**src/rtl/winner_draw_pkg.sv**
```systemverilog
// winner_draw_pkg
//   Shared types and constants for the animated winner-screen drawer.
//   - state_e : animation FSM states (IDLE, REVEAL, BLINK, HOLD)
//   - color_t : 24-bit RGB colour
//   - PALETTE : per-player colours indexed by player code 0..7
//     (entry 0 is the draw colour; codes above NUM_PLAYERS are remapped to
//     the draw colour by the drawer)
package winner_draw_pkg;

  typedef logic [23:0] color_t;

  typedef enum logic [1:0] {
    IDLE   = 2'd0,
    REVEAL = 2'd1,
    BLINK  = 2'd2,
    HOLD   = 2'd3
  } state_e;

  localparam color_t DRAW_DEFAULT   = 24'h7F7F7F;
  localparam color_t HILITE_DEFAULT = 24'hFFFFFF;
  localparam color_t BG_DEFAULT     = 24'hFFFFFF;
  localparam color_t BORDER_COLOR   = 24'h000000;

  localparam color_t PALETTE [0:7] = '{
    24'h7F7F7F,  // 0: draw
    24'hED1B24,  // 1: red
    24'hFFC90D,  // 2: yellow
    24'h22B14C,  // 3: green
    24'h3F48CC,  // 4: blue
    24'hA349A4,  // 5: purple
    24'h00A2E8,  // 6: cyan
    24'hFF7F27   // 7: orange
  };

endpackage

```
**src/rtl/winner_anim_ctrl.sv**
```systemverilog
// winner_anim_ctrl
//   Animation sequencer for the winner screen: reveal wipe, blink, hold.
//   All visual progress advances only on frame_start; show=0 aborts to IDLE.
// Ports:
//   clk, rst        pixel clock, asynchronous active-high reset
//   frame_start     one-cycle pulse at start of vertical blank
//   show            level, winner screen selected
//   player          winner code, latched on IDLE -> REVEAL
//   state_o         current animation state
//   reveal_rows_o   box rows uncovered so far (saturates at box height)
//   phase_o         blink phase (1 = highlight colour)
//   player_o        latched winner code
module winner_anim_ctrl
  import winner_draw_pkg::*;
#(
  parameter int unsigned BOX_H         = 620,
  parameter int unsigned REVEAL_STEP   = 8,
  parameter int unsigned BLINK_FRAMES  = 15,
  parameter int unsigned BLINK_TOGGLES = 6
) (
  input  logic       clk,
  input  logic       rst,
  input  logic       frame_start,
  input  logic       show,
  input  logic [2:0] player,
  output state_e     state_o,
  output logic [9:0] reveal_rows_o,
  output logic       phase_o,
  output logic [2:0] player_o
);

  localparam logic [10:0] H11     = 11'(BOX_H);
  localparam logic [10:0] STEP11  = 11'(REVEAL_STEP);
  localparam logic [7:0]  BF_LAST = 8'(BLINK_FRAMES - 1);
  localparam logic [7:0]  BT_LAST = 8'(BLINK_TOGGLES - 1);

  state_e      state_q, state_d;
  logic [9:0]  rows_q, rows_d;
  logic [7:0]  blink_q, blink_d;
  logic [7:0]  toggle_q, toggle_d;
  logic        phase_q, phase_d;
  logic [2:0]  player_q, player_d;
  logic [10:0] sum;

  // One extra bit so the saturating add cannot wrap before the compare.
  assign sum = {1'b0, rows_q} + STEP11;

  always_comb begin
    state_d  = state_q;
    rows_d   = rows_q;
    blink_d  = blink_q;
    toggle_d = toggle_q;
    phase_d  = phase_q;
    player_d = player_q;
    case (state_q)
      IDLE: begin
        if (show) begin
          state_d  = REVEAL;
          player_d = player;
          rows_d   = '0;
          blink_d  = '0;
          toggle_d = '0;
          phase_d  = 1'b0;
        end
      end
      REVEAL: begin
        if (frame_start) begin
          if ({1'b0, rows_q} == H11) state_d = BLINK;
          else if (sum >= H11)       rows_d  = H11[9:0];
          else                       rows_d  = sum[9:0];
        end
      end
      BLINK: begin
        if (frame_start) begin
          if (blink_q == BF_LAST) begin
            blink_d  = '0;
            phase_d  = ~phase_q;
            toggle_d = toggle_q + 8'd1;
            if (toggle_q == BT_LAST) begin
              state_d = HOLD;
              phase_d = 1'b0;
            end
          end else begin
            blink_d = blink_q + 8'd1;
          end
        end
      end
      default: ;
    endcase
    // Abort outranks any frame_start handled above.
    if (state_q != IDLE && !show) begin
      state_d  = IDLE;
      rows_d   = '0;
      blink_d  = '0;
      toggle_d = '0;
      phase_d  = 1'b0;
      player_d = '0;
    end
  end

  always_ff @(posedge clk or posedge rst) begin
    if (rst) begin
      state_q  <= IDLE;
      rows_q   <= '0;
      blink_q  <= '0;
      toggle_q <= '0;
      phase_q  <= 1'b0;
      player_q <= '0;
    end else begin
      state_q  <= state_d;
      rows_q   <= rows_d;
      blink_q  <= blink_d;
      toggle_q <= toggle_d;
      phase_q  <= phase_d;
      player_q <= player_d;
    end
  end

  assign state_o       = state_q;
  assign reveal_rows_o = rows_q;
  assign phase_o       = phase_q;
  assign player_o      = player_q;

endmodule

```
**src/rtl/screen_drawer_winner_anim.sv**
```systemverilog
// screen_drawer_winner_anim
//   Paints the animated winner box (reveal wipe, blink, hold) in the winning
//   player's colour. Output colour is registered: one clock of latency from
//   x/y to rgb_color.
//   Optional macro BORDER_FRAME_EN: adds parameter BORDER_W and a black frame
//   of that width inside the box edges, drawn once revealed.
// Ports:
//   clk, rst     pixel clock, asynchronous active-high reset
//   x, y         current pixel column/row
//   frame_start  one-cycle pulse at start of vertical blank
//   show         high while the winner screen is selected
//   player       winner code (0 = draw, 1..NUM_PLAYERS = player)
//   rgb_color    registered pixel colour
//   anim_done    high while the animation is in HOLD
module screen_drawer_winner_anim
  import winner_draw_pkg::*;
#(
  parameter int unsigned BOX_X0        = 184,
  parameter int unsigned BOX_X1        = 674,
  parameter int unsigned BOX_Y0        = 55,
  parameter int unsigned BOX_Y1        = 675,
  parameter int unsigned NUM_PLAYERS   = 2,
  parameter int unsigned REVEAL_STEP   = 8,
  parameter int unsigned BLINK_FRAMES  = 15,
  parameter int unsigned BLINK_TOGGLES = 6,
  parameter color_t      BG_COLOR      = BG_DEFAULT,
  parameter color_t      HILITE_COLOR  = HILITE_DEFAULT,
  parameter color_t      DRAW_COLOR    = DRAW_DEFAULT
`ifdef BORDER_FRAME_EN
  ,
  parameter int unsigned BORDER_W      = 4
`endif
) (
  input  logic        clk,
  input  logic        rst,
  input  logic [9:0]  x,
  input  logic [9:0]  y,
  input  logic        frame_start,
  input  logic        show,
  input  logic [2:0]  player,
  output logic [23:0] rgb_color,
  output logic        anim_done
);

  localparam logic [10:0] X0  = 11'(BOX_X0);
  localparam logic [10:0] X1  = 11'(BOX_X1);
  localparam logic [10:0] Y0  = 11'(BOX_Y0);
  localparam logic [10:0] Y1  = 11'(BOX_Y1);
  localparam logic [2:0]  NP3 = 3'(NUM_PLAYERS);

  state_e      state;
  logic [9:0]  reveal_rows;
  logic        phase;
  logic [2:0]  player_q;
  logic [10:0] xe, ye, rev_lim;
  logic        in_box, revealed, edge_px;
  color_t      pcolor;
  color_t      rgb_q, rgb_d;

  winner_anim_ctrl #(
    .BOX_H        (BOX_Y1 - BOX_Y0),
    .REVEAL_STEP  (REVEAL_STEP),
    .BLINK_FRAMES (BLINK_FRAMES),
    .BLINK_TOGGLES(BLINK_TOGGLES)
  ) u_ctrl (
    .clk          (clk),
    .rst          (rst),
    .frame_start  (frame_start),
    .show         (show),
    .player       (player),
    .state_o      (state),
    .reveal_rows_o(reveal_rows),
    .phase_o      (phase),
    .player_o     (player_q)
  );

  assign xe       = {1'b0, x};
  assign ye       = {1'b0, y};
  assign rev_lim  = Y0 + {1'b0, reveal_rows};
  assign in_box   = (xe >= X0) && (xe < X1) && (ye >= Y0) && (ye < Y1);
  assign revealed = ye < rev_lim;

`ifdef BORDER_FRAME_EN
  localparam logic [10:0] BW = 11'(BORDER_W);
  assign edge_px = (xe < X0 + BW) || (xe >= X1 - BW) ||
                   (ye < Y0 + BW) || (ye >= Y1 - BW);
`else
  assign edge_px = 1'b0;
`endif

  always_comb begin
    pcolor = PALETTE[player_q];
    if (player_q == 3'd0 || player_q > NP3) pcolor = DRAW_COLOR;
  end

  always_comb begin
    rgb_d = BG_COLOR;
    case (state)
      REVEAL: if (in_box && revealed) rgb_d = edge_px ? BORDER_COLOR : pcolor;
      BLINK:  if (in_box) rgb_d = edge_px ? BORDER_COLOR : (phase ? HILITE_COLOR : pcolor);
      HOLD:   if (in_box) rgb_d = edge_px ? BORDER_COLOR : pcolor;
      default: ;
    endcase
  end

  always_ff @(posedge clk or posedge rst) begin
    if (rst) rgb_q <= BG_COLOR;
    else     rgb_q <= rgb_d;
  end

  assign rgb_color = rgb_q;
  assign anim_done = (state == HOLD);

endmodule

```
**config.mk**
```make
export PLATFORM = sky130hd
export DESIGN_NAME = screen_drawer_winner_anim
export DESIGN_NICKNAME = d
export VERILOG_FILES = /design/src/rtl/winner_draw_pkg.sv /design/src/rtl/winner_anim_ctrl.sv /design/src/rtl/screen_drawer_winner_anim.sv
export SDC_FILE = /design/constraint.sdc
export NUM_CORES = 1
export LEC_CHECK = 0
export CORE_MARGIN = 2
export CORE_UTILIZATION = 50
export DETAILED_ROUTE_END_ITERATION = 8
export PLACE_DENSITY = 0.75
export SETUP_SLACK_MARGIN = 0.5
export SYNTH_ARGS = -nofsm -noshare
export SYNTH_HDL_FRONTEND = slang
export SYNTH_SLANG_ARGS = --single-unit
```
**constraint.sdc**
```tcl
create_clock -name clk -period 3.9 [get_ports clk]
set_input_delay 0.585 -clock clk [delete_from_list [all_inputs] [get_ports clk]]
set_output_delay 0.585 -clock clk [all_outputs]
set_load 0.005 [all_outputs]
```
* Yosys cells after proc, flatten, opt, wreduce, memory -nomap -nowiden
Memory sizes are Yosys's and may differ from the RTL's.
Cells that the tools add are included.
** Word-level totals
- Word-level logic and storage cells :: 95
- Input bits :: 27
- Output and inout port bits :: 25
- Memory bits (read-only) :: 192
- Register bits after elaboration :: 56
- Memories kept :: 1
** Memories
- (no name shown) :: depth 8, bits a word 24, rd ports 1, clocked after memory_dff 0, write ports 0, line screen_drawer_winner_anim.sv:92 : pcolor = PALETTE[player_q];
** Operators by class
- $lt $le $gt $ge :: 8
- Equality and inequality tests :: 13
- Multiplexer cells :: 40
- Add/subtract/negate cells :: 4
- Bitwise logic cells :: 2
- Reduce and logical (&&, ||, !) cells :: 20
** Operators with widths (count)
- two-way mux 24 bit :: 7
- case mux 24 bit (3 select lines) :: 1
- two-way mux 8 bit :: 7
- two-way mux 10 bit :: 5
- case mux 8 bit (2 select lines) :: 2
- < comparator 10 bit (second input constant) :: 2
- case mux 10 bit (2 select lines) :: 1
- adder 8 x 1 -> 8 bit (second input constant) :: 2
- two-way mux 2 bit :: 7
- adder 10 x 4 -> 11 bit (second input constant) :: 1
- adder 6 x 10 -> 11 bit (first input constant) :: 1
- >= comparator 11 x 10 -> 1 bit (second input constant) :: 1
- < comparator 10 x 11 -> 1 bit :: 1
- == test 10 bit (second input constant) :: 1
- >= comparator 10 x 6 -> 1 bit (second input constant) :: 1
- >= comparator 10 x 8 -> 1 bit (second input constant) :: 1
- two-way mux 3 bit :: 3
- != test 3 x 1 -> 1 bit (second input constant) :: 3
- != test 3 x 2 -> 1 bit (second input constant) :: 3
- == test 8 x 3 -> 1 bit (second input constant) :: 1
- == test 8 x 4 -> 1 bit (second input constant) :: 1
- AND reduction 4 bit :: 2
- AND reduction 7 bit :: 1
- case mux 2 bit (3 select lines) :: 1
- 19 further kinds :: 31

* Logic depth before layout (Yosys ltp)
- Word-level depth :: 8
- Depth in mapped cells :: 14
- Gate-level depth less buffers :: 12

* Modules after synthesis
From an unflattened synthesis, not the netlist that was laid out.
** Second synthesis, totals
- Cell total of the unflattened synthesis :: 359
- Area, all modules :: 3375.7 um2
** Modules (own cells, without submodules)
- winner_anim_ctrl :: seq. area each 750.7 um2, area each 1908.1 um2, instances 1, cells each 207
- screen_drawer_winner_anim :: seq. area each 525.5 um2, area each 1467.7 um2, instances 1, cells each 152

* Worst setup path after synthesis
OpenSTA, ideal clock, no wires.
- Kind :: flip-flop to flip-flop
- Start :: register u_ctrl.rows_q[3] (netlist: u_ctrl.reveal_rows_o[3])
- End :: register rgb_q[0] (netlist: rgb_color[0])
- Buffers on the path :: 1
- Clock period less this slack :: 2.886 ns
- Slack :: 1.014 ns
- Data required time :: 3.804 ns
- Stages on the path, launching flop included :: 12
- Library setup time :: 0.096 ns
- Arrival :: 2.790 ns
- Path through :: dfrtp_1 ha_1 or3_1 nand3_1 xor2_1 ha_1 a21o_1 a211oi_1 o211ai_1 a31oi_1 buf_2 a31oi_1
** Between the ends
- Word-level cells in the longest chain between the ends :: 5
** RTL lines
- start: declaration :: line winner_anim_ctrl.sv:38 : logic [9:0] rows_q, rows_d;
- start signal: assignment :: line winner_anim_ctrl.sv:111 : rows_q <= rows_d;
- adder 6 x 10 -> 11 bit :: line screen_drawer_winner_anim.sv:79 : assign rev_lim = Y0 + {1'b0, reveal_rows};
- < comparator 10 x 11 -> 1 bit :: line screen_drawer_winner_anim.sv:81 : assign revealed = ye < rev_lim;
- logical AND 1 bit :: line screen_drawer_winner_anim.sv:99 : REVEAL: if (in_box && revealed) rgb_d = edge_px ? BORDER_COLOR : pcolor;
- two-way mux 24 bit :: line screen_drawer_winner_anim.sv:99
- case mux 24 bit (3 select lines) :: line screen_drawer_winner_anim.sv:98 : case (state)
- net rgb_d[0] :: line screen_drawer_winner_anim.sv:58 : color_t rgb_q, rgb_d;
- end signal: assignment :: line screen_drawer_winner_anim.sv:108 : else rgb_q <= rgb_d;
- end: declaration :: line screen_drawer_winner_anim.sv:58
The timed path passes the listed nets, and every way through them passes these cells.
A chain may end at the register's enable or synchronous reset.

* Worst setup path in the final report
- Start :: register u_ctrl.rows_q[2] (netlist: u_ctrl.reveal_rows_o[2])
- End :: register rgb_q[12] (netlist: rgb_color[12])
Same word-level chain as after synthesis.

==> results.yml <==
run_status:
  status: "finished clean"
sta:
  rsz0062_at_grt: "no"
  setup_viol: 0
  final.min_clock_period_ns: 3.026
  maxSlewHeadroom_pct: 34.75
  setup_slack_ns: 0.8742
  whs_ns: 0.5010
  hold_viol: 0
  worst_pin_slew_ns: 0.9773
  final_max_slew_viol_count: 0
  skew_ns: 0.007623
  fmax_mhz: 330.5
  tns_ns: 0
  period_share_pct: 77.59
final_layout:
  fillCellCount: 610
  num_antenna_cells: 0
  fin_nets: 493
  utilization_pct: 61.12
  layoutNonFillerInstCount: 530
  final_layout_size_suffix_gt1_share_pct: 9.447
  area_growth_syn_to_layout_pct: 17.83
die:
  rows: 30
  die_y_um: 88.19
  dieArea_um2: 7777
  coreArea_um2: 6832
  start_util_pct: 51.87
  pin_count: 52
  die_x_um: 88.19
clocking:
  worstSkewPairLatency_ns: 0.32
  clock-root-buffer: "clkbuf_8"
  cts.path.max_buffers: 2
  ctsResizeCount: 0
  cts.clk_slew.worst_paths_ns: 0.10
  htree_levels: 2
  numCtsBuffers: 5
  cts_tree: "built"
  cts_hold_buf: 0
  cts_sinks: 50
  post-cts-setup-buffers: 0
grt:
  gr-usage-all-layers_pct: 21.77
  grt_max_degree: 51
  grt_pass1_wl_mm: 13.54
  gr-total-overflow: 0
  grt_pass1_vias: 3006
  grt_antenna_before_repair: 0
worst_setup_path:
  cpMostUsedCell: "ha_1"
  cp.arrival_ns: 3.23
  critPathMaxStageDelay_ns: 0.48
  crit_path_start_kind: "register"
  crit_chain: "ha_1, or3_1, nand3_1, xor2_1, ha_1, a21o_1, a211oi_1, o211ai_1, a31oi_1, buf_4, a41oi_1"
  end_kind: "register"
  cp.required_ns: 4.11
  cp_slowest_cell: "dfrtp_1"
  path_class: "register to register"
  cp_max_fo: 16
pwr:
  p_clk_share_pct: 12.6
  p_leak_uw: 0.001719
  swShare_pct: 43.08
  p_int_uw: 1499
  p_seq_share_pct: 32.5
  irDropWorstVdd_uv: 503.4
  switching_power_uw: 1135
  cellPowerDensity_nw_per_um2: 630.9
  combPwrFrac_pct: 55.0
detailed_routing:
  firstDrtPassIters: 4
  viasPerCell: 5.860
  ant_nets: 0
  avgRoutedWirePerCell_um: 15.00
  route.detailed.drc: 0
  vias: 3106
  drt_iter0_drc: 193
  wirelength_mm: 7.951
synthesis:
  yosys_warnings: 0
  ys_dominant_reg_cell: "dfrtp_1"
  ys_top_cells_by_count: "ha_1, o21ai_0, dfrtp_1"
  syn_area_per_cell_um2: 9.039
  synth_edf_count: 0
  yosysMostFrequentCell: "ha_1"
  syn_area_um2: 3543
  synth_cells: 392
  synthArstFlopShare_pct: 100.0
  synth_top_area_cell: "dfrtp_1"
  yosysTopAreaCellShare_pct: 21.19
  yosysUniqueCellTypes: 66
  synth_fp_nets: 452
  ys_seq_area_share_pct: 36.02
  yosys-top-cells-area: "dfrtp_1, dfstp_2, ha_1, o21ai_0, nand2_1"
  synth_seq_cells: 50
placement:
  pre_cts_ws_ns: 0.7121
  gp_congestion: 0.9294
  place_hpwl_mm: 6.052
  place_inst: 522
  io_buffers: 50
min_path:
  holdCritPathClass: "register to register"
flow_run:
  drv_cap: 0
## power groups by stage
stage | sequential, uW | combinational [uW] | clock, uW
final | 855 | 1450 | 331
after detailed placement | 864 | 1440 | 0
after global routing | 876 | 1620 | 361
after floorplan | 820 | 1000 | 0
after CTS | 856 | 1450 | 336
after global placement | 855 | 1390 | 0
## sequential cells by signal (all words and copies together), names as in the netlist
register              flops
u_ctrl.toggle_q           8
u_ctrl.phase_o            1
u_ctrl.player_o           3
u_ctrl.blink_q            8
u_ctrl.reveal_rows_o      8
u_ctrl.state_o            2
rgb_color                20
## cell families (layout without fill, tap and decap cells)
kind of cell	count (synthesis)	count (layout)	synth area share, %
buffers and inverters	44	86	5.826
xor gates and xnor gates	8	8	1.977
muxes	3	3	0.8475
adders and majority gates	33	33	11.65
and+or+nand+nor	129	129	19.35
DFF	50	50	36.02
AOI/OAI and AO/OA	125	125	24.33
## placed cells by master, fill, tap and decap left out, types with 3 or more instances in the layout
cell type / count
a211oi_1: 4
nor2_1: 27
nand4_1: 3
o21ai_0: 32
a2bb2oi_1: 3
nor2b_1: 11
o31ai_1: 12
a2111oi_0: 3
or4_1: 4
clkbuf_8: 5
a31oi_1: 13
a21o_1: 4
dfrtp_1: 30
inv_1: 23
a22o_1: 4
or3_1: 5
nand3_1: 15
and3_1: 4
o211ai_1: 4
a21oi_1: 19
and2_1: 4
xnor2_1: 6
nor3_1: 10
ha_1: 33
dfstp_2: 20
nand2b_1: 4
a41oi_1: 5
nand2_1: 27
nor4_1: 3
clkdlybuf4s50_1: 50
mux2i_1: 3
buf_4: 4
## metal layers
metal | global-route usage, % | up-vias | share of wire [%]
li1 | - | 1524 | -
met4 | 6.061 | 0 | 1.1
met3 | 3.582 | 6 | 4.0
met1 | 27.07 | 1496 | 45
met2 | 38.89 | 80 | 50
met5 | 0 | - | 0
## critical path: cells and delay by family (launching register included)
family          cells  cell delay (ns)
compound gates      5             1.00
simple gates        2             0.52
fa+ha+maj           2             0.54
xor+xnor            1             0.16
buf+inv             1             0.22
flops               1             0.48
## metrics by stage
| stage | power (uW) | cell area (um^2) |
|---|---|---|
| 6_report | 2634 | 4175 |
| 5_1_grt | 2858 | 4175 |
| 4_1_cts | 2640 | 4175 |
| 3_5_place_dp | 2303 | 4078 |
| 3_3_place_gp | 2250 | 4078 |
| 2_1_floorplan | 1824 | 3543 |
## layout make-up
cell class | instances | area (um^2) | share of cell area [%]
sequential | 50 | 1276 | 30.57
tap | 96 | 120.1 | 2.877
inverter | 24 | 90.09 | 2.158
timing repair buffer | 54 | 530.5 | 12.71
clock buffer | 5 | 68.82 | 1.648
clock inverter | 3 | 28.78 | 0.6892
multi-input combinational | 298 | 2061 | 49.36
## worst paths after layout
kind	start	end	slack [ns]	cells past startpoint
worst min register to register	u_ctrl.toggle_q[7]	u_ctrl.toggle_q[7]	0.50	1
worst min-delay path	u_ctrl.toggle_q[7]	u_ctrl.toggle_q[7]	0.50	1
worst max-delay path	u_ctrl.reveal_rows_o[2]	rgb_color[12]	0.87	11
worst max register to register	u_ctrl.reveal_rows_o[2]	rgb_color[12]	0.87	11
max in group asynchronous	rst	u_ctrl.reveal_rows_o[8]	2.50	2
min in group asynchronous	rst	u_ctrl.blink_q[1]	0.81	2
Power figures use the tool's default switching activity.
